`src/rtl/uart_pkg.sv`:
```
// Shared UART definitions: parity modes, transmitter FSM states and line levels.
package uart_pkg;

    typedef enum logic [1:0] {
        PARITY_NONE = 2'd0,
        PARITY_ODD  = 2'd1,
        PARITY_EVEN = 2'd2
    } parity_t;

    typedef enum logic [2:0] {
        ST_IDLE   = 3'd0,
        ST_START  = 3'd1,
        ST_DATA   = 3'd2,
        ST_PARITY = 3'd3,
        ST_STOP   = 3'd4
    } tx_state_t;

    localparam logic LINE_IDLE   = 1'b1;
    localparam logic START_LEVEL = 1'b0;
    localparam logic STOP_LEVEL  = 1'b1;

    // Parity bit from the XOR-reduction of the data word: even parity sends the
    // reduction itself, odd parity sends its complement.
    function automatic logic parity_bit(input parity_t mode, input logic data_xor);
        return (mode == PARITY_ODD) ? ~data_xor : data_xor;
    endfunction

endpackage

```
`src/rtl/uart_tx_fifo.sv`:
```
// Synchronous FIFO buffering words ahead of the UART serialiser.
module uart_tx_fifo #(
    parameter int WIDTH = 8,
    parameter int DEPTH = 4
) (
    input  logic                     clk,
    input  logic                     rstN,
    input  logic                     push,
    input  logic                     pop,
    input  logic [WIDTH-1:0]         wdata,
    output logic [WIDTH-1:0]         rdata,
    output logic                     full,
    output logic                     empty,
    output logic [$clog2(DEPTH):0]   count
);

    localparam int PTR_W = $clog2(DEPTH);
    localparam int CNT_W = $clog2(DEPTH) + 1;

    logic [WIDTH-1:0] mem [DEPTH];
    logic [PTR_W-1:0] wr_ptr_q, wr_ptr_d;
    logic [PTR_W-1:0] rd_ptr_q, rd_ptr_d;
    logic [CNT_W-1:0] count_q, count_d;
    logic             do_push, do_pop;

    assign full  = (count_q == CNT_W'(DEPTH));
    assign empty = (count_q == '0);
    assign count = count_q;
    assign rdata = mem[rd_ptr_q];

    // Next pointers and occupancy; a push into a full FIFO is refused even when a pop
    // frees a slot on the same edge, because ready was already low in that cycle.
    always_comb begin
        // NOTE: every output of a combinational block gets a default first, so no path
        // leaves a value held and no latch is inferred.
        do_push  = push && !full;
        do_pop   = pop && !empty;
        wr_ptr_d = do_push ? wr_ptr_q + 1'b1 : wr_ptr_q;
        rd_ptr_d = do_pop  ? rd_ptr_q + 1'b1 : rd_ptr_q;
        count_d  = count_q;
        case ({do_push, do_pop})
            2'b10:   count_d = count_q + 1'b1;
            2'b01:   count_d = count_q - 1'b1;
            default: count_d = count_q;
        endcase
    end

    // Pointer and count registers; pointers wrap naturally since DEPTH is a power of 2.
    always_ff @(posedge clk or negedge rstN) begin
        // NOTE: sequential state uses non-blocking assignments so every flop samples
        // the pre-edge values regardless of statement order.
        if (!rstN) begin
            wr_ptr_q <= '0;
            rd_ptr_q <= '0;
            count_q  <= '0;
        end else begin
            wr_ptr_q <= wr_ptr_d;
            rd_ptr_q <= rd_ptr_d;
            count_q  <= count_d;
        end
    end

    // Storage array write port.
    always_ff @(posedge clk) begin
        // NOTE: the storage array is deliberately not reset; the count and pointers
        // define which entries are valid, so flushing them empties the FIFO.
        if (do_push) mem[wr_ptr_q] <= wdata;
    end

endmodule

```
`src/rtl/uart_tx_buffered.sv`:
```
// Buffered UART transmitter: FIFO front end feeding a start/data/parity/stop serialiser
// paced by an oversampling baud tick.
module uart_tx_buffered
    import uart_pkg::*;
#(
    parameter int      DATA_WIDTH = 8,
    parameter int      OVERSAMPLE = 16,
    parameter int      FIFO_DEPTH = 4,
    parameter parity_t PARITY     = PARITY_NONE,
    parameter int      STOP_BITS  = 1
) (
    input  logic                          clk,
    input  logic                          rstN,
    input  logic                          baudTick,
    input  logic [DATA_WIDTH-1:0]         dataIn,
    input  logic                          txValid,
    output logic                          txReady,
    output logic                          tx,
    output logic                          txBusy,
    output logic [$clog2(FIFO_DEPTH):0]   fifoCount
);

    localparam int TICK_W = $clog2(OVERSAMPLE);
    localparam int BIT_W  = $clog2(DATA_WIDTH);

    tx_state_t             state_q, state_d;
    logic [TICK_W-1:0]     tick_q, tick_d;
    logic [BIT_W-1:0]      bit_q, bit_d;
    logic                  stop_q, stop_d;
    logic [DATA_WIDTH-1:0] shift_q, shift_d;
    logic                  par_q, par_d;
    logic                  tx_q, tx_d;
    logic                  busy_q, busy_d;

    logic                  fifo_full, fifo_empty, fifo_pop;
    logic [DATA_WIDTH-1:0] fifo_rdata;
    logic                  bit_end, start_frame;

    uart_tx_fifo #(
        .WIDTH (DATA_WIDTH),
        .DEPTH (FIFO_DEPTH)
    ) u_fifo (
        .clk   (clk),
        .rstN  (rstN),
        .push  (txValid),
        .pop   (fifo_pop),
        .wdata (dataIn),
        .rdata (fifo_rdata),
        .full  (fifo_full),
        .empty (fifo_empty),
        .count (fifoCount)
    );

    assign txReady = !fifo_full;
    assign tx      = tx_q;
    assign txBusy  = busy_q;

    // Next-state logic: bit timing, frame sequencing and the next line level.
    always_comb begin
        state_d     = state_q;
        tick_d      = tick_q;
        bit_d       = bit_q;
        stop_d      = stop_q;
        shift_d     = shift_q;
        par_d       = par_q;
        tx_d        = tx_q;
        fifo_pop    = 1'b0;
        start_frame = 1'b0;

        // A bit ends on the edge that registers its OVERSAMPLE-th tick; ticks are
        // ignored while idle so the first bit always gets a full count.
        bit_end = (state_q != ST_IDLE) && baudTick &&
                  (tick_q == TICK_W'(OVERSAMPLE - 1));
        if ((state_q != ST_IDLE) && baudTick) begin
            tick_d = bit_end ? '0 : tick_q + 1'b1;
        end

        case (state_q)
            ST_IDLE: begin
                tx_d        = LINE_IDLE;
                start_frame = !fifo_empty;
            end
            ST_START: begin
                if (bit_end) begin
                    state_d = ST_DATA;
                    bit_d   = '0;
                    tx_d    = shift_q[0];
                end
            end
            ST_DATA: begin
                if (bit_end) begin
                    if (bit_q == BIT_W'(DATA_WIDTH - 1)) begin
                        if (PARITY != PARITY_NONE) begin
                            state_d = ST_PARITY;
                            tx_d    = par_q;
                        end else begin
                            state_d = ST_STOP;
                            stop_d  = 1'b0;
                            tx_d    = STOP_LEVEL;
                        end
                    end else begin
                        bit_d   = bit_q + 1'b1;
                        shift_d = shift_q >> 1;
                        tx_d    = shift_q[1];
                    end
                end
            end
            ST_PARITY: begin
                if (bit_end) begin
                    state_d = ST_STOP;
                    stop_d  = 1'b0;
                    tx_d    = STOP_LEVEL;
                end
            end
            ST_STOP: begin
                if (bit_end) begin
                    if (stop_q == 1'(STOP_BITS - 1)) begin
                        // Chain straight into the next start bit when data is waiting.
                        if (!fifo_empty) begin
                            start_frame = 1'b1;
                        end else begin
                            state_d = ST_IDLE;
                            tx_d    = LINE_IDLE;
                        end
                    end else begin
                        stop_d = stop_q + 1'b1;
                    end
                end
            end
            default: begin
                state_d = ST_IDLE;
                tx_d    = LINE_IDLE;
            end
        endcase

        // Pop a word and latch its parity; the start bit is driven from the next edge.
        if (start_frame) begin
            fifo_pop = 1'b1;
            shift_d  = fifo_rdata;
            par_d    = parity_bit(PARITY, ^fifo_rdata);
            tick_d   = '0;
            tx_d     = START_LEVEL;
            state_d  = ST_START;
        end

        busy_d = (state_d != ST_IDLE);
    end

    // FSM state, counters, shift register and registered line/busy outputs.
    always_ff @(posedge clk or negedge rstN) begin
        if (!rstN) begin
            state_q <= ST_IDLE;
            tick_q  <= '0;
            bit_q   <= '0;
            stop_q  <= 1'b0;
            shift_q <= '0;
            par_q   <= 1'b0;
            tx_q    <= LINE_IDLE;
            busy_q  <= 1'b0;
        end else begin
            state_q <= state_d;
            tick_q  <= tick_d;
            bit_q   <= bit_d;
            stop_q  <= stop_d;
            shift_q <= shift_d;
            par_q   <= par_d;
            tx_q    <= tx_d;
            busy_q  <= busy_d;
        end
    end

endmodule

```
`config.mk`:
```
export PLATFORM = sky130hd
export DESIGN_NAME = uart_tx_buffered
export DESIGN_NICKNAME = d
export VERILOG_FILES = /design/src/rtl/uart_pkg.sv /design/src/rtl/uart_tx_fifo.sv /design/src/rtl/uart_tx_buffered.sv
export SDC_FILE = /design/constraint.sdc
export NUM_CORES = 1
export LEC_CHECK = 0
export BUFFER_PORTS_ARGS = -buffer_cell sky130_fd_sc_hd__buf_2
export CAP_MARGIN = 10
export CORE_ASPECT_RATIO = 1.4
export CORE_MARGIN = 3
export CORE_UTILIZATION = 55
export CTS_BUF_LIST = sky130_fd_sc_hd__clkbuf_8
export CTS_CLUSTER_SIZE = 12
export DETAILED_ROUTE_END_ITERATION = 10
export GPL_ROUTABILITY_DRIVEN = 0
export GPL_TIMING_DRIVEN = 0
export PLACE_DENSITY = 0.7
export SLEW_MARGIN = 10
export SYNTH_ARGS = -nofsm -noshare
export SYNTH_HDL_FRONTEND = slang
export SYNTH_SLANG_ARGS = --single-unit
```
`constraint.sdc`:
```
create_clock -name clk -period 5 [get_ports clk]
set_input_delay 0.75 -clock clk [delete_from_list [all_inputs] [get_ports clk]]
set_output_delay 0.75 -clock clk [all_outputs]
set_load 0.1 [all_outputs]
```
==> impl_metrics.ini, run 1 <==
[clock_network]
cts_tree = yes
clk_latency_ns = 0.33
cts_root_buf = clkbuf_8
post_cts_resize_count = 0
clock_sinks = 59
clockBufferDepth = 2
htreeDepth = 3
cts_hold_buf = 0
postCtsSetupBuffers = 0
cts.clk_slew.worst_paths_ns = 0.07
numCtsBuffers = 9

[floorplan]
start_util_pct = 57.38
design.core.area_mm2 = 0.004536
fp.dieW_um = 64.14
fp.dieArea_mm2 = 0.005605
row_count = 29
pin_count = 18
die_h_um = 87.39

[global_routing]
gr-usage-met2_pct = 33.30
overflow = 0
track_usage_pct = 18.30
grt_pass1_vias = 1656
grt.met3_usage_pct = 4.780
grt_util_met1_pct = 19.93
top_usage_layer = met2
grt_max_degree = 28
antenna_found_initial = 0
grt_first_pass_wirelength_um = 7631

[power]
p_leak_uw = 0.001203
power.density_mw_per_mm2 = 591.4
ir_worst_vdd_v = 0.0002856

[synth]
yosys_warnings = 0
async_flop_share_pct = 45.76
synth_area_per_cell_um2 = 13.70
ys_ff_latch = 59
synth_cells = 190
synth_cell_type_count = 40
synth-seq-area-share_pct = 62.93
synth_edf_count = 32
syn_nets = 211
synth_flop_cell = edfxtp_1
synthesis.area_mm2 = 0.002602

[critical_path]
cpPeakStageDelay_ns = 0.38
r2r_start = state_q[0]
path_cells = clkbuf_1 > or2_2 > clkbuf_1 > a211oi_2 > buf_2 > ha_1 > inv_1 > fa_1 > xor2_1 > nor2_1 > xor2_1
startpoint_type = flip-flop
critPathArrivalTime_ns = 3.20
slowest_stage = dfrtp_1
cp-end-kind = flip-flop
worstPathMaxFanout = 10
required_ns = 5.25
startpoint = state_q[0]
critical_path_class = flip-flop to flip-flop

[timing]
fin_crit_ns = 2.954
setup_viol = 0
maxSlewViolCount = 0
clock_skew_ns = 0.004860
period_share_pct = 59.08
rsz0062_at_grt = false
worstMarginPinSlew_ns = 0.7840
maxSlewHeadroom_pct = 47.73
report.final.hold_viol_count = 0
tns_ns = 0
fmax_mhz = 338.6

[min_path]
hp-class = primary input to asynchronous set/reset pin

[placement]
dp.cells = 269
dp_hpwl_um = 3207
port_buffers = 17

[layout]
fillers = 348
layout-drive-gt1-share_pct = 22.87
final_nets = 239
syn_to_final_growth_pct = 13.65
n_antenna_cell = 0
final_cells = 285

[detailed_routing]
vias = 1571
drtPass1Iterations = 4
first_iter_violations = 85
drt_wl_total_um = 4492
drc = 0
ant_nets = 0
vias_per_cell = 5.512
routedWlPerCell_um = 15.76

[job]
drv_cap = 0

[outcome]
status = finished, final reports clean
-- logic make-up after synthesis --
kind of cell    count (synthesis)  share of synthesized area [%]
fa+ha+maj                       9                          4.616
flops                          59                          62.93
buf+inv                        22                          3.846
compound gates                 29                          6.875
xor+xnor                        7                          2.356
simple gates                   47                          8.895
mux                            17                          10.48
-- flip-flops by register name, summed over array words and instances, names as in the netlist --
name / flops
u_fifo.mem: 32
bit_q: 3
txBusy: 1
state_q: 3
u_fifo.rd_ptr_q: 2
u_fifo.wr_ptr_q: 2
shift_q: 8
tick_q: 4
u_fifo.count: 3
tx: 1
-- where the power goes --
part	leakage (uW)	switching, uW	internal (uW)
sequential	0.000613	83.9	664
clock	0.0000966	188	228
combinational	0.000494	383	203
total	0.00120	655	1090
-- path summary, 6_finish.rpt --
check	endpoint	slack [ns]	cells after the start
setup / recovery	u_fifo.count[2]	2.05	11
hold / removal	u_fifo.count[0]	0.43	1
setup reg to reg	u_fifo.count[2]	2.05	11
hold reg to reg	bit_q[0]	0.51	1
max in group asynchronous	u_fifo.wr_ptr_q[1]	4.17	1
min in group clk	bit_q[0]	0.51	1
-- cells in the final DEF (no fill, tap or decap), types with 2 or more instances in the layout --
cell type,n
buf_1,2
and3_1,4
clkbuf_8,9
xnor2_1,3
nor3_1,5
clkbuf_1,5
dfrtp_1,26
edfxtp_1,32
clkinv_2,2
mux2_2,2
o22ai_1,2
mux4_2,8
buf_2,19
clkinv_4,2
o21ai_0,12
a21oi_1,5
nand3_1,5
mux2i_1,7
nor2_1,7
a31oi_1,2
ha_1,8
nand2_1,18
xor2_1,4
inv_1,11
buf_6,2
-- per-layer routing --
layer / part of all wire (%) / vias up
li1: - / 751
met1: 39 / 788
met2: 57 / 23
met3: 2.5 / 9
met4: 1.7 / 0
met5: 0 / -
-- area by class of cell --
class / count / area (um2) / area share (%)
plain buffers: 11 / 58.81 / 1.988
clock buffers: 9 / 123.9 / 4.188
clock inverters: 7 / 68.82 / 2.327
inverters: 11 / 41.29 / 1.396
multi-input cells: 109 / 864.6 / 29.23
flip-flops and latches: 59 / 1638 / 55.37
well taps: 62 / 77.57 / 2.623
repair buffers: 17 / 85.08 / 2.876
-- critical path, delay by kind of cell (launching register included) --
| family | cells | cell delay [ns] |
|---|---|---|
| DFF | 1 | 0.38 |
| and+or+nand+nor | 2 | 0.44 |
| buffers and inverters | 4 | 0.75 |
| adders and majority gates | 2 | 0.61 |
| xor gates and xnor gates | 2 | 0.33 |
| AOI/OAI and AO/OA | 1 | 0.36 |
-- synth_stat cells (5+ instances only) --
cell | n | area (um2)
nor2_1 | 7 | 26.28
clkbuf_1 | 5 | 18.77
nand3_1 | 5 | 25.02
inv_1 | 11 | 41.29
a21oi_1 | 5 | 25.02
o21ai_0 | 12 | 60.06
dfrtp_1 | 26 | 650.6
ha_1 | 8 | 100.1
nor3_1 | 5 | 25.02
mux4_2 | 8 | 180.2
mux2i_1 | 7 | 70.07
edfxtp_1 | 32 | 960.9
nand2_1 | 18 | 67.56
-- per-stage QoR --
| step | hold slack, ns | util (%) | area (um2) | setup slack (ns) | power [uW] |
|---|---|---|---|---|---|
| floorplan | 0.4544 | - | 2603 | 1.355 | 1208 |
| global placement | 0.4815 | 60.97 | 2765 | 2.156 | 1306 |
| detailed placement | 0.5016 | 60.97 | 2765 | 2.021 | 1352 |
| CTS | 0.4331 | 65.21 | 2958 | 2.035 | 1769 |
| global route | 0.4559 | 65.21 | 2958 | 1.795 | 1854 |
| finish | 0.4263 | 65.21 | 2958 | 2.046 | 1749 |
Note: power is estimated with default switching activity, not from simulation.
==> inputs of run 2 (changes only) <==
--- a/config.mk
+++ b/config.mk
@@ -5,6 +5,7 @@
 export SDC_FILE = /design/constraint.sdc
 export NUM_CORES = 1
 export LEC_CHECK = 0
+export ABC_AREA = 1
 export BUFFER_PORTS_ARGS = -buffer_cell sky130_fd_sc_hd__buf_2
 export CAP_MARGIN = 10
 export CORE_ASPECT_RATIO = 1.4
@@ -15,7 +16,7 @@
 export DETAILED_ROUTE_END_ITERATION = 10
 export GPL_ROUTABILITY_DRIVEN = 0
 export GPL_TIMING_DRIVEN = 0
-export PLACE_DENSITY = 0.7
+export PLACE_DENSITY = 0.72
 export SLEW_MARGIN = 10
 export SYNTH_ARGS = -nofsm -noshare
 export SYNTH_HDL_FRONTEND = slang
==> constraint.sdc (replaced) <==
create_clock -name clk -period 2.5 [get_ports clk]
set_input_delay 0.375 -clock clk [delete_from_list [all_inputs] [get_ports clk]]
set_output_delay 0.375 -clock clk [all_outputs]
set_load 0.1 [all_outputs]
==> impl_metrics.ini, run 2 <==
[timing]
tns_ns = 0
fin_crit_ns = 2.359
setup_viol = 0
period_share_pct = 94.35
whs_ns = 0.04323
report.final.hold_viol_count = 0
setup_ws_ns = 0.1414
worstMarginPinSlew_ns = 0.8079
clock_skew_ns = 0.006820
maxSlewViolCount = 0
fmax_mhz = 424.0
maxSlewHeadroom_pct = 45.94

[critical_path]
cpPeakStageDelay_ns = 0.39
critical_path_class = flip-flop to flip-flop
worstPathMaxFanout = 10
startpoint_type = flip-flop
required_ns = 2.72
cp-end-kind = flip-flop
path_cells = ha_2 > nand2_1 > nor2_4 > nand3_4 > nand2_2 > nand2_4 > inv_2 > buf_6 > ha_1 > inv_1 > fa_2 > a21oi_1 > o21ai_1 > xor2_1
critPathArrivalTime_ns = 2.57
slowest_stage = dfrtp_1

[power]
ir_worst_vdd_v = 0.0007310
power.density_mw_per_mm2 = 1242
p_leak_uw = 0.001333

[detailed_routing]
drtPass1Iterations = 4
first_iter_violations = 118
vias = 1870
vias_per_cell = 5.253
ant_nets = 0
routedWlPerCell_um = 13.78
drt_wl_total_um = 4904
drc = 0

[synth]
synth_edf_count = 32
yosys_warnings = 0
yosysMostFrequentCell = nand2_1
synth_cells = 258
async_flop_share_pct = 45.76
yosys-top-cells-count = 48 x nand2_1, 32 x edfxtp_1, 31 x nor2_1
syn_nets = 279
synth_area_per_cell_um2 = 10.33
synth_cell_type_count = 30
synth_area_leader_cell = edfxtp_1
synth_top_area_share_pct = 36.06
synth_flop_cell = edfxtp_1
synthesis.area_mm2 = 0.002665
synth.area.top_cells = edfxtp_1 36%, dfrtp_1 24%, nand2_1 6.8%
ys_ff_latch = 59
synth-seq-area-share_pct = 61.46

[floorplan]
start_util_pct = 57.83
design.core.area_mm2 = 0.004608
row_count = 29
fp.dieArea_mm2 = 0.005729
die_h_um = 88.37
pin_count = 18
fp.dieW_um = 64.83

[clock_network]
htreeDepth = 3
cts_tree = yes
clockBufferDepth = 2
cts_root_buf = clkbuf_8
cts_hold_buf = 0
numCtsBuffers = 9
clk_latency_ns = 0.33
clock_sinks = 59
cts.clk_slew.worst_paths_ns = 0.07

[layout]
layout-drive-gt1-share_pct = 19.73
largest_register_ffs = 32
regMostFlops = u_fifo.mem
layout_commonest_cell = nand2_1
largestRegisters = u_fifo.mem x32, shift_q x8, tick_q x4
final_nets = 310
fillers = 384
syn_to_final_growth_pct = 16.15
layout_common_cells = 47 x nand2_1, 32 x edfxtp_1, 31 x nor2_1, 24 x inv_1, 24 x nand3_1
n_antenna_cell = 0

[global_routing]
grt_pass1_vias = 1820
track_usage_pct = 20.08
grt_first_pass_wirelength_um = 8349
antenna_found_initial = 0
grt_max_degree = 28
overflow = 0

[placement]
port_buffers = 17
dp_hpwl_um = 3233
place_ws_ns = -0.02236

[outcome]
status = finished, final reports clean

[job]
drv_cap = 0

[min_path]
hp-class = primary input to asynchronous set/reset pin
-- run 2: cell count changes after synthesis, sizes merged, moves of 3 or more --
cell	previous run	this run
nand2	18	50
nor2	7	35
nand3	5	27
inv	11	26
o21ai	13	24
mux4	8	0
mux2i	7	0
nor3	5	0
o22ai	2	7
and3	4	0
a21oi	5	2
clkbuf	5	2
nand3b	0	3
-- run 2: stage by stage --
step,power (uW),instances,util [%],instance area [um2]
2_1_floorplan,2594,258,-,2684
3_3_place_gp,2872,337,61.77,2846
3_5_place_dp,2907,337,61.77,2846
4_1_cts,3856,354,66.63,3070
5_1_grt,4123,356,67.17,3095
6_report,3846,356,67.17,3095
-- run 2: per-layer routing --
layer,share of wire [%],GRT usage [%],up-vias,routed length (um)
met1,39,22.17,897,1912
met4,1.5,10.00,0,74
met5,0,0,-,0
li1,-,-,924,-
met2,55,35.75,42,2696
met3,4.5,5.083,7,220
-- run 2: cell type report --
class	instances	area, um2	area share, %
well taps	62	77.57	2.506
multi-input cells	167	918.4	29.67
repair buffers	20	107.6	3.476
clock buffers	9	123.9	4.002
inverters	26	97.59	3.153
flip-flops and latches	59	1642	53.03
plain buffers	6	36.28	1.172
clock inverters	7	92.59	2.991
-- run 2: path summary, 6_finish.rpt --
kind,startpoint,to,slack (ns),cells past startpoint
worst max-delay path,tick_q[1],u_fifo.count[2],0.14,14
worst min-delay path,rstN,txBusy,0.04,1
worst max register to register,tick_q[1],u_fifo.count[2],0.14,14
worst min register to register,u_fifo.count[0],u_fifo.count[0],0.48,1
max in group asynchronous,rstN,u_fifo.count[2],2.03,1
min in group clk,dataIn[4],u_fifo.mem[3][4],0.25,1
-- run 2: critical path, delay by kind of cell, from the launching register on --
family / cells / cell delay, ns
adders and majority gates: 3 / 0.69
buffers and inverters: 3 / 0.28
DFF: 1 / 0.39
and+or+nand+nor: 5 / 0.52
AOI/OAI and AO/OA: 2 / 0.22
xor gates and xnor gates: 1 / 0.15
-- run 2: logic make-up after synthesis --
family | synth area share (%)
AND/OR/NAND/NOR | 19.72
flip-flops | 61.46
AO/OA/AOI/OAI | 7.652
buffers and inverters | 5.024
adder cells (fa/ha/maj) | 4.507
XOR/XNOR | 1.643
-- run 2: repair_timing --
action | in CTS | in global routing
buffers inserted | 1 | 2
endpoints found under the setup margin | 1 | 1
pin swaps | 1 | 3
resized for setup | 0 | 4
-- run 2: where the power goes --
part	total [uW]	leakage (uW)	internal (uW)	switching, uW
clock	929	0.000113	558	371
combinational	1430	0.000608	410	1020
sequential	1480	0.000612	1340	144
==> inputs of run 3 (changes only) <==
--- a/config.mk
+++ b/config.mk
@@ -16,7 +16,7 @@
 export DETAILED_ROUTE_END_ITERATION = 10
 export GPL_ROUTABILITY_DRIVEN = 0
 export GPL_TIMING_DRIVEN = 0
-export PLACE_DENSITY = 0.72
+export PLACE_DENSITY = 0.74
 export SLEW_MARGIN = 10
 export SYNTH_ARGS = -nofsm -noshare
 export SYNTH_HDL_FRONTEND = slang
==> constraint.sdc (replaced) <==
create_clock -name clk -period 2.72 [get_ports clk]
set_input_delay 0.408 -clock clk [delete_from_list [all_inputs] [get_ports clk]]
set_output_delay 0.408 -clock clk [all_outputs]
set_load 0.1 [all_outputs]
==> impl_metrics.ini, run 3 (synthesized netlist as in run 2, its figures left out) <==
[critical_path]
cpPeakStageDelay_ns = 0.39
cp_num_buf_inv = 3
crit_family = adder cells
critical_path_class = flip-flop to flip-flop
critPathArrivalTime_ns = 2.72
ff2ff_setup_slack_ns = 0.21
required_ns = 2.93
r2r_start = tick_q[0]
path_cells = ha_1 > nand2_1 > nor2_4 > nand3_4 > nand2_2 > nand2_4 > inv_2 > buf_6 > ha_1 > inv_1 > fa_1 > a21oi_1 > o21ai_0 > xor2_1
r2r_cells = 14
startpoint = tick_q[0]
worstPathMaxFanout = 10
slowest_stage = dfrtp_1
worst_path_most_repeated_cell = ha_1
cp-end-kind = flip-flop
startpoint_type = flip-flop
r2r_end = u_fifo.count[2]

[clock_network]
cts.clk_slew.worst_paths_ns = 0.07
cts_root_buf = clkbuf_8
clk_latency_ns = 0.34
htreeDepth = 3
clockBufferDepth = 2
cts_tree = yes
numCtsBuffers = 9
clock_sinks = 59
cts_hold_buf = 0

[layout]
final_cells = 355
regMostFlops = u_fifo.mem
layout_commonest_cell = nand2_1
final_core_util_pct = 66.85
final_nets = 309
fillers = 372
layout-drive-gt1-share_pct = 18.43
largestRegisters = u_fifo.mem x32, shift_q x8, tick_q x4
syn_to_final_growth_pct = 15.59
largest_register_ffs = 32
n_antenna_cell = 0
layout_common_cells = 48 x nand2_1, 32 x edfxtp_1, 31 x nor2_1, 24 x inv_1, 24 x nand3_1

[timing]
clock_skew_ns = 0.006064
report.final.hold_viol_count = 0
fmax_mhz = 397.8
period_share_pct = 92.42
maxSlewViolCount = 0
maxSlewHeadroom_pct = 44.39
setup_viol = 0
rsz0062_at_grt = false
tns_ns = 0
worstMarginPinSlew_ns = 0.8311
fin_crit_ns = 2.514

[global_routing]
track_usage_pct = 20.19
antenna_found_initial = 0
grt_max_degree = 28
overflow = 0
grt_pass1_vias = 1854
grt_first_pass_wirelength_um = 8514

[detailed_routing]
drc = 0
vias = 1837
routedWlPerCell_um = 13.61
drtPass1Iterations = 4
vias_per_cell = 5.175
ant_nets = 0
first_iter_violations = 93
drt_wl_total_um = 4832

[floorplan]
fp.dieW_um = 64.83
start_util_pct = 57.83
row_count = 29
die_h_um = 88.37
fp.dieArea_mm2 = 0.005729
design.core.area_mm2 = 0.004608
pin_count = 18

[power]
power_uw = 3515
p_leak_uw = 0.001318
power.density_mw_per_mm2 = 1141
ir_worst_vdd_v = 0.0007496

[outcome]
status = finished, final reports clean

[job]
drv_cap = 0

[placement]
dp_hpwl_um = 3351
dp.cells = 337
port_buffers = 17

[min_path]
hp-class = primary input to asynchronous set/reset pin
## run 3: through the flow
stage / hold WS [ns] / worst slack (ns) / cell area (um2)
final: 0.07422 / 0.2063 / 3080
after floorplan: 0.1124 / 0.1719 / 2681
after CTS: 0.08443 / 0.09874 / 3060
after global placement: 0.4449 / 0.2319 / 2844
after global routing: 0.1058 / 0.02410 / 3080
after detailed placement: 0.4550 / 0.1251 / 2844
## run 3: worst reg2reg max path: stages, from the launching register on
cell	delay, ns
dfrtp_1	0.39
ha_1	0.18
nand2_1	0.09
nor2_4	0.17
nand3_4	0.11
nand2_2	0.10
nand2_4	0.09
inv_2	0.07
buf_6	0.13
ha_1	0.15
inv_1	0.07
fa_1	0.38
a21oi_1	0.15
o21ai_0	0.13
xor2_1	0.17
## run 3: metal layers
layer	vias to the layer above	track usage [%]	part of all wire [%]
met5	-	0	0
met3	9	4.574	3.0
met2	37	35.29	53
li1	927	-	-
met4	0	11.15	2.1
met1	864	22.76	41
## run 3: worst max path at each step
stage               cells after the start         endpoint
finish                                 14  u_fifo.count[2]
global route                           14  u_fifo.count[2]
CTS                                    14  u_fifo.count[2]
detailed placement                     14  u_fifo.count[2]
global placement                       14  u_fifo.count[2]
floorplan                               9  u_fifo.count[2]
## run 3: cell type report
type	instances	area [um2]	share of cell area, %
Buffer	6	36.28	1.178
Clock inverter	7	92.59	3.006
Inverter	26	97.59	3.168
Multi-Input combinational cell	167	910.9	29.57
Tap cell	62	77.57	2.518
Clock buffer	9	123.9	4.021
Sequential cell	59	1642	53.29
Timing Repair Buffer	19	100.1	3.249
## run 3: timing repair
item	4_1_cts	5_1_grt
setup endpoints to repair	0	1
buffers inserted	0	2
gates resized for setup	0	1
## run 3: report_power, final
| group | internal (uW) | total, uW | switching, uW |
|---|---|---|---|
| combinational | 363 | 1290 | 925 |
| sequential | 1230 | 1360 | 134 |
| clock | 511 | 861 | 350 |
